$ cat config.mk
export PLATFORM = sky130hd
export DESIGN_NAME = uart_rx_sequencer
export DESIGN_NICKNAME = d
export VERILOG_FILES = /design/src/rtl/uart_pkg.sv /design/src/rtl/uart_rx_sync.sv /design/src/rtl/uart_rx_sequencer.sv
export SDC_FILE = /design/constraint.sdc
export NUM_CORES = 1
export LEC_CHECK = 0
export ABC_AREA = 1
export CAP_MARGIN = 30
export CORE_UTILIZATION = 58
export DETAILED_ROUTE_END_ITERATION = 10
export GPL_TIMING_DRIVEN = 1
export PLACE_DENSITY = 0.83
export SLEW_MARGIN = 10
export SYNTH_ARGS = -nofsm -noshare
export SYNTH_HDL_FRONTEND = slang
export SYNTH_HIERARCHICAL = 1
export SYNTH_SLANG_ARGS = --single-unit
$ cat constraint.sdc
create_clock -name clk -period 4.3 [get_ports clk]
set_clock_uncertainty 0.2 [all_clocks]
set_input_delay 0.86 -clock clk [delete_from_list [all_inputs] [get_ports clk]]
set_output_delay 0.86 -clock clk [all_outputs]
set_load 0.005 [all_outputs]
$ cat src/rtl/uart_pkg.sv
// ---------------------------------------------------------------------------
// uart_pkg
//   Shared UART definitions used by the RX sequencer, the TX sequencer and
//   the baud generator.
//   Contents:
//     UART_OVERSAMPLE : baud ticks per bit period
//     UART_DATA_BITS  : data bits per frame
//     rx_state_t      : receive FSM states
//     rx_state_busy() : true while a frame is being received
// ---------------------------------------------------------------------------
package uart_pkg;

  localparam int UART_OVERSAMPLE = 16;
  localparam int UART_DATA_BITS  = 8;

  typedef enum logic [2:0] {
    IDLE      = 3'd0,
    START     = 3'd1,
    DATA      = 3'd2,
    PARITY    = 3'd3,
    STOP      = 3'd4,
    WAIT_IDLE = 3'd5
  } rx_state_t;

  // A frame is "in progress" from start detection up to the stop-bit sample.
  function automatic logic rx_state_busy(input rx_state_t s);
    return (s != IDLE) && (s != WAIT_IDLE);
  endfunction

endpackage

$ cat src/rtl/uart_rx_sync.sv
// ---------------------------------------------------------------------------
// uart_rx_sync
//   Two-flop synchronizer for an asynchronous single-bit input. Both flops
//   preset to 1 so an idle-high line does not look like a falling edge as
//   reset releases. Also used for GPIO inputs.
//   Ports:
//     clk   : sampling clock
//     rst_n : asynchronous active-low reset (flops preset to 1)
//     d_i   : asynchronous input
//     q_o   : synchronized output, 2 clk cycles of latency
// ---------------------------------------------------------------------------
module uart_rx_sync (
  input  logic clk,
  input  logic rst_n,
  input  logic d_i,
  output logic q_o
);

  logic meta_q;
  logic sync_q;

  always_ff @(posedge clk or negedge rst_n) begin
    if (!rst_n) begin
      meta_q <= 1'b1;
      sync_q <= 1'b1;
    end else begin
      meta_q <= d_i;
      sync_q <= meta_q;
    end
  end

  assign q_o = sync_q;

endmodule

$ cat src/rtl/uart_rx_sequencer.sv
// ---------------------------------------------------------------------------
// uart_rx_sequencer
//   UART receive path: 16x oversampled start detection, mid-bit sampling of
//   DATA_BITS data bits (LSB first), optional even/odd parity, stop-bit
//   check, and a one-entry holding register towards the APB register side.
//   Ports:
//     clk, rst_n   : clock, asynchronous active-low reset
//     baud_tick    : one-cycle enable, OVERSAMPLE pulses per bit period
//     rx           : asynchronous serial input, idles high
//     parity_en    : frame carries a parity bit (latched at start detection)
//     parity_odd   : 1 = odd parity, 0 = even (latched at start detection)
//     rx_ready     : consumer takes the held byte this cycle
//     rx_data      : held byte
//     rx_valid     : rx_data / parity_err / frame_err are valid
//     parity_err   : held byte failed its parity check
//     frame_err    : held byte's stop bit was sampled low
//     overrun      : one-cycle pulse, a completed frame was dropped
//     busy         : registered, high while a frame is in progress
//     dbg_state    : current FSM state, for observation only
//
//   Handshake: a held byte transfers on every clock edge where
//   rx_valid && rx_ready. rx_data and the error flags never change while
//   rx_valid && !rx_ready. A frame completing in the same cycle as a
//   transfer replaces the held byte and rx_valid stays high. A frame
//   completing while the held byte is not being taken is dropped and
//   overrun pulses.
// ---------------------------------------------------------------------------
module uart_rx_sequencer
  import uart_pkg::*;
#(
  parameter int OVERSAMPLE = UART_OVERSAMPLE,
  parameter int DATA_BITS  = UART_DATA_BITS
) (
  input  logic                 clk,
  input  logic                 rst_n,
  input  logic                 baud_tick,
  input  logic                 rx,
  input  logic                 parity_en,
  input  logic                 parity_odd,
  input  logic                 rx_ready,
  output logic [DATA_BITS-1:0] rx_data,
  output logic                 rx_valid,
  output logic                 parity_err,
  output logic                 frame_err,
  output logic                 overrun,
  output logic                 busy,
  output rx_state_t            dbg_state
);

  localparam int TW = $clog2(OVERSAMPLE);
  localparam int BW = $clog2(DATA_BITS);

  // Start confirmation is half a bit after detection. Every later sample is a
  // full bit after the previous one. OVERSAMPLE is a power of two, so tcnt
  // wraps from OVERSAMPLE-1 to 0 by itself and no explicit clear is needed
  // between bit samples.
  localparam logic [TW-1:0] SAMPLE_MID = TW'(OVERSAMPLE / 2 - 1);
  localparam logic [TW-1:0] SAMPLE_BIT = TW'(OVERSAMPLE - 1);
  localparam logic [BW-1:0] LAST_BIT   = BW'(DATA_BITS - 1);

  logic rx_s;

  uart_rx_sync u_sync (
    .clk   (clk),
    .rst_n (rst_n),
    .d_i   (rx),
    .q_o   (rx_s)
  );

  // FSM and frame datapath
  rx_state_t            state_q,     state_d;
  logic [TW-1:0]        tcnt_q,      tcnt_d;
  logic [BW-1:0]        bcnt_q,      bcnt_d;
  logic [DATA_BITS-1:0] shift_q,     shift_d;
  logic                 pen_q,       pen_d;
  logic                 podd_q,      podd_d;
  logic                 perr_pend_q, perr_pend_d;

  // Holding register and registered outputs
  logic [DATA_BITS-1:0] data_q,  data_d;
  logic                 valid_q, valid_d;
  logic                 perr_q,  perr_d;
  logic                 ferr_q,  ferr_d;
  logic                 ovr_q,   ovr_d;
  logic                 busy_q,  busy_d;

  logic mid_pt;
  logic bit_pt;
  logic exp_par;
  logic complete;
  logic stop_bad;
  logic load;

  always_ff @(posedge clk or negedge rst_n) begin
    if (!rst_n) begin
      state_q     <= IDLE;
      tcnt_q      <= '0;
      bcnt_q      <= '0;
      shift_q     <= '0;
      pen_q       <= 1'b0;
      podd_q      <= 1'b0;
      perr_pend_q <= 1'b0;
      data_q      <= '0;
      valid_q     <= 1'b0;
      perr_q      <= 1'b0;
      ferr_q      <= 1'b0;
      ovr_q       <= 1'b0;
      busy_q      <= 1'b0;
    end else begin
      state_q     <= state_d;
      tcnt_q      <= tcnt_d;
      bcnt_q      <= bcnt_d;
      shift_q     <= shift_d;
      pen_q       <= pen_d;
      podd_q      <= podd_d;
      perr_pend_q <= perr_pend_d;
      data_q      <= data_d;
      valid_q     <= valid_d;
      perr_q      <= perr_d;
      ferr_q      <= ferr_d;
      ovr_q       <= ovr_d;
      busy_q      <= busy_d;
    end
  end

  // Next-state and frame datapath
  always_comb begin
    state_d     = state_q;
    tcnt_d      = tcnt_q;
    bcnt_d      = bcnt_q;
    shift_d     = shift_q;
    pen_d       = pen_q;
    podd_d      = podd_q;
    perr_pend_d = perr_pend_q;
    complete    = 1'b0;
    stop_bad    = 1'b0;

    mid_pt  = baud_tick && (tcnt_q == SAMPLE_MID);
    bit_pt  = baud_tick && (tcnt_q == SAMPLE_BIT);
    // Value the parity bit must carry for the received data.
    exp_par = podd_q ? ~^shift_q : ^shift_q;

    if (baud_tick) begin
      tcnt_d = tcnt_q + 1'b1;
    end

    unique case (state_q)
      IDLE: begin
        if (baud_tick && !rx_s) begin
          tcnt_d      = '0;
          bcnt_d      = '0;
          pen_d       = parity_en;
          podd_d      = parity_odd;
          perr_pend_d = 1'b0;
          state_d     = START;
        end
      end
      START: begin
        if (mid_pt) begin
          if (rx_s) begin
            state_d = IDLE;
          end else begin
            // Re-zero so the following samples fall at bit centres.
            tcnt_d  = '0;
            state_d = DATA;
          end
        end
      end
      DATA: begin
        if (bit_pt) begin
          shift_d = {rx_s, shift_q[DATA_BITS-1:1]};
          bcnt_d  = bcnt_q + 1'b1;
          if (bcnt_q == LAST_BIT) begin
            state_d = pen_q ? PARITY : STOP;
          end
        end
      end
      PARITY: begin
        if (bit_pt) begin
          perr_pend_d = (rx_s != exp_par);
          state_d     = STOP;
        end
      end
      STOP: begin
        if (bit_pt) begin
          complete = 1'b1;
          stop_bad = !rx_s;
          // A low stop bit may be a break. Wait for the line to go high
          // before looking for the next start.
          state_d  = rx_s ? IDLE : WAIT_IDLE;
        end
      end
      WAIT_IDLE: begin
        if (baud_tick && rx_s) begin
          state_d = IDLE;
        end
      end
      default: begin
        state_d = IDLE;
      end
    endcase
  end

  // Holding register towards the consumer
  always_comb begin
    data_d  = data_q;
    valid_d = valid_q;
    perr_d  = perr_q;
    ferr_d  = ferr_q;

    load = complete && (!valid_q || rx_ready);

    if (valid_q && rx_ready) begin
      valid_d = 1'b0;
    end
    if (load) begin
      valid_d = 1'b1;
      data_d  = shift_q;
      perr_d  = perr_pend_q;
      ferr_d  = stop_bad;
    end

    ovr_d  = complete && !load;
    busy_d = rx_state_busy(state_d);
  end

  assign rx_data    = data_q;
  assign rx_valid   = valid_q;
  assign parity_err = perr_q;
  assign frame_err  = ferr_q;
  assign overrun    = ovr_q;
  assign busy       = busy_q;
  assign dbg_state  = state_q;

endmodule

==> results.ini <==
[logic_synthesis]
ys_types = 27
ys.flop_type = dfrtp_1
synthTopCellsByArea = dfrtp_1 47%, nand2_1 15%, inv_1 5.2%
synthArstFlopShare_pct = 100
avgSynthCellArea_um2 = 8.12
synth_commonest_cells = 73 x nand2_1, 34 x dfrtp_1, 25 x inv_1, 17 x nor2_1, 15 x nand3_1
seq_area_frac_synth_pct = 50.3
yosysTopAreaCellShare_pct = 47.4
yosysTopAreaCell = dfrtp_1
ys_ff_latch = 36
synth-edff-count = 0
yosysMostFrequentCell = nand2_1
netlist_area_um2 = 1800
yosysWarnings = 6
synth_nets = 231
syn_inst = 221

[sta]
tns_ns = 0
finalSetupViolations = 0
slew_viol_final = 0
max-slew-margin-rel_pct = 47.7
fin_crit_sh_pct = 66.7
hold_viol_final = 0
fmax_mhz = 349
rsz0062_at_grt = no
tightest_slew_ns = 0.784
min_period_ns = 2.87

[placement]
portBuffers = 22
dpl_cell_area_um2 = 2030
place_congestion = 0.859
dpl.hpwl_um = 2390

[outcome]
violations = DRC
run_status = complete, but fails checks

[worst_setup_path]
reg2reg_depth = 8
r2r_end = busy
criticalPathCategory = input port to flop
crit_path_max_fanout = 21
end_kind = flop
reg2reg_slack_ns = 2.03
start_kind = input port
required_ns = 4.34
critPathArrivalTime_ns = 2.90
r2r-start = tcnt_q[0]

[global_route]
track_usage_pct = 23.8
antenna_found_initial = 0
grt.overflow.total = 0
grt_pass1_wl_um = 5910
grt_pass1_vias = 1380
grt_max_degree = 37

[clocking]
clk_latency_ns = 0.35
cts_buffer_depth = 2
holdBufCountCts = 0
ctsResizeCount = 0
ctsHtreeMaxLevel = 2
numCtsBuffers = 5
clk_pin_slew_worst_paths_ns = 0.10
cts_sinks = 36
cts_tree = yes
cts_setup_buffers = 0
root_buffer = clkbuf_4

[power]
cellPowerDensity_nw_per_um2 = 447
seqPwrFrac_pct = 49.3
p_int_mw = 0.590
power_leakage_nw = 1.05
p_switching_mw = 0.337
finalPower_mw = 0.927
p_comb_share_pct = 32.0
pwr-share-clk_pct = 18.7
max-vdd-ir-drop_v = 0.000298
p_sw_share_pct = 36.3

[finish]
fin_util_pct = 72.8
design_area_um2 = 2080
layout.area.seq_um2 = 903
antenna_cells = 0
fillers = 221
drive_gt1_share_pct = 8.47
synthToLayoutAreaGrowth_pct = 15.7
finalNetCount = 257
multi_input_area_um2 = 752

[route]
via_per_inst = 5.32
vias = 1483
wl_um = 3370
drt_iter0_drc = 60
drt-wirelength-per-cell_um = 12.1
first_pass_iters = 7
drc = 2
postRouteAntennaNets = 0

[min_path]
min_to = u_sync/q_o
hold_class = flop to flop
holdPathStages = 0
worst_hold_startpoint = u_sync/meta_q

[flow_run]
max-cap-violations = 0

[floorplanning]
ios = 23
die-area_um2 = 3320
core_um2 = 2850
die_x_um = 57.6
die_h_um = 57.6
rows = 19
initial_core_util_pct = 62.9

how the worst max path moves through the flow:
stage | slack, ns | to | from
after floorplan | 2.28 | parity_err | baud_tick
after global placement | 1.23 | busy | baud_tick
after detailed placement | 1.15 | busy | baud_tick
after CTS | 1.49 | busy | baud_tick
after global routing | 1.21 | busy | baud_tick
final | 1.43 | busy | baud_tick
cell families after synthesis:
group,after synthesis,synth area share (%)
XOR/XNOR,3,1.46
multiplexers,1,0.836
buffers and inverters,32,7.80
AO/OA/AOI/OAI,26,7.67
AND/OR/NAND/NOR,120,29.8
flip-flops,36,50.3
adder cells (fa/ha/maj),3,2.09
layout by cell type, fill, tap and decap left out:
cell	instances
a21oi_1	2
a22o_1	2
buf_4	1
clkbuf_1	2
clkbuf_4	5
clkdlybuf4s50_1	22
clkinv_2	1
dfrtp_1	34
dfstp_2	2
ha_1	3
inv_1	25
inv_2	3
mux2_4	1
nand2_1	73
nand2_2	1
nand3_1	15
nand3_2	2
nand3_4	1
nand3b_1	1
nand4_1	4
nand4_2	1
nor2_1	17
nor2_2	2
nor2_4	1
nor3_1	2
o21ai_0	13
o21ai_1	9
xnor2_1	2
xor2_1	1
registers in the layout (all words and copies together), names as in the netlist:
signal,flops
u_sync/q_o,1
bcnt_q,3
rx_data,8
rx_valid,1
pen_q,1
parity_err,1
shift_q,8
busy,1
dbg_state,3
podd_q,1
frame_err,1
u_sync/meta_q,1
overrun,1
perr_pend_q,1
tcnt_q,4
cell type report:
class / count / share of cell area (%)
sequential: 36 / 43.5
multi-input combinational: 153 / 36.2
timing repair buffer: 23 / 11.0
inverter: 28 / 5.06
clock buffer: 7 / 2.17
tap: 31 / 1.87
clock inverter: 1 / 0.241
critical path: stages:
cell	delay, ns
clkdlybuf4s50_1	0.72
nand4_2	0.22
nor2_2	0.65
nand2_1	0.11
nand3_1	0.16
inv_1	0.05
nand2_1	0.06
nand3_1	0.06
per-layer routing:
layer	wire length [um]	part of all wire (%)	GRT usage (%)
met5	0	0	0
met4	55	1.6	14.3
met3	132	3.9	5.36
met2	1510	45	35.2
met1	1670	50	32.1
stage by stage:
| step | instances | setup slack (ns) | hold slack, ns |
|---|---|---|---|
| detailed placement | 271 | 1.15 | 0.152 |
| global placement | 271 | 1.23 | 0.147 |
| floorplan | 221 | 2.28 | 0.145 |
| global route | 279 | 1.21 | 0.171 |
| finish | 279 | 1.43 | 0.163 |
| CTS | 279 | 1.49 | 0.166 |
power by group through the flow:
stage	Sequential (mW)	Clock [mW]	Combinational, mW
floorplan	0.452	0	0.207
global placement	0.460	0	0.287
detailed placement	0.463	0	0.294
CTS	0.456	0.176	0.296
global route	0.466	0.189	0.341
finish	0.458	0.173	0.297
Note: power is estimated with default switching activity, not from simulation.
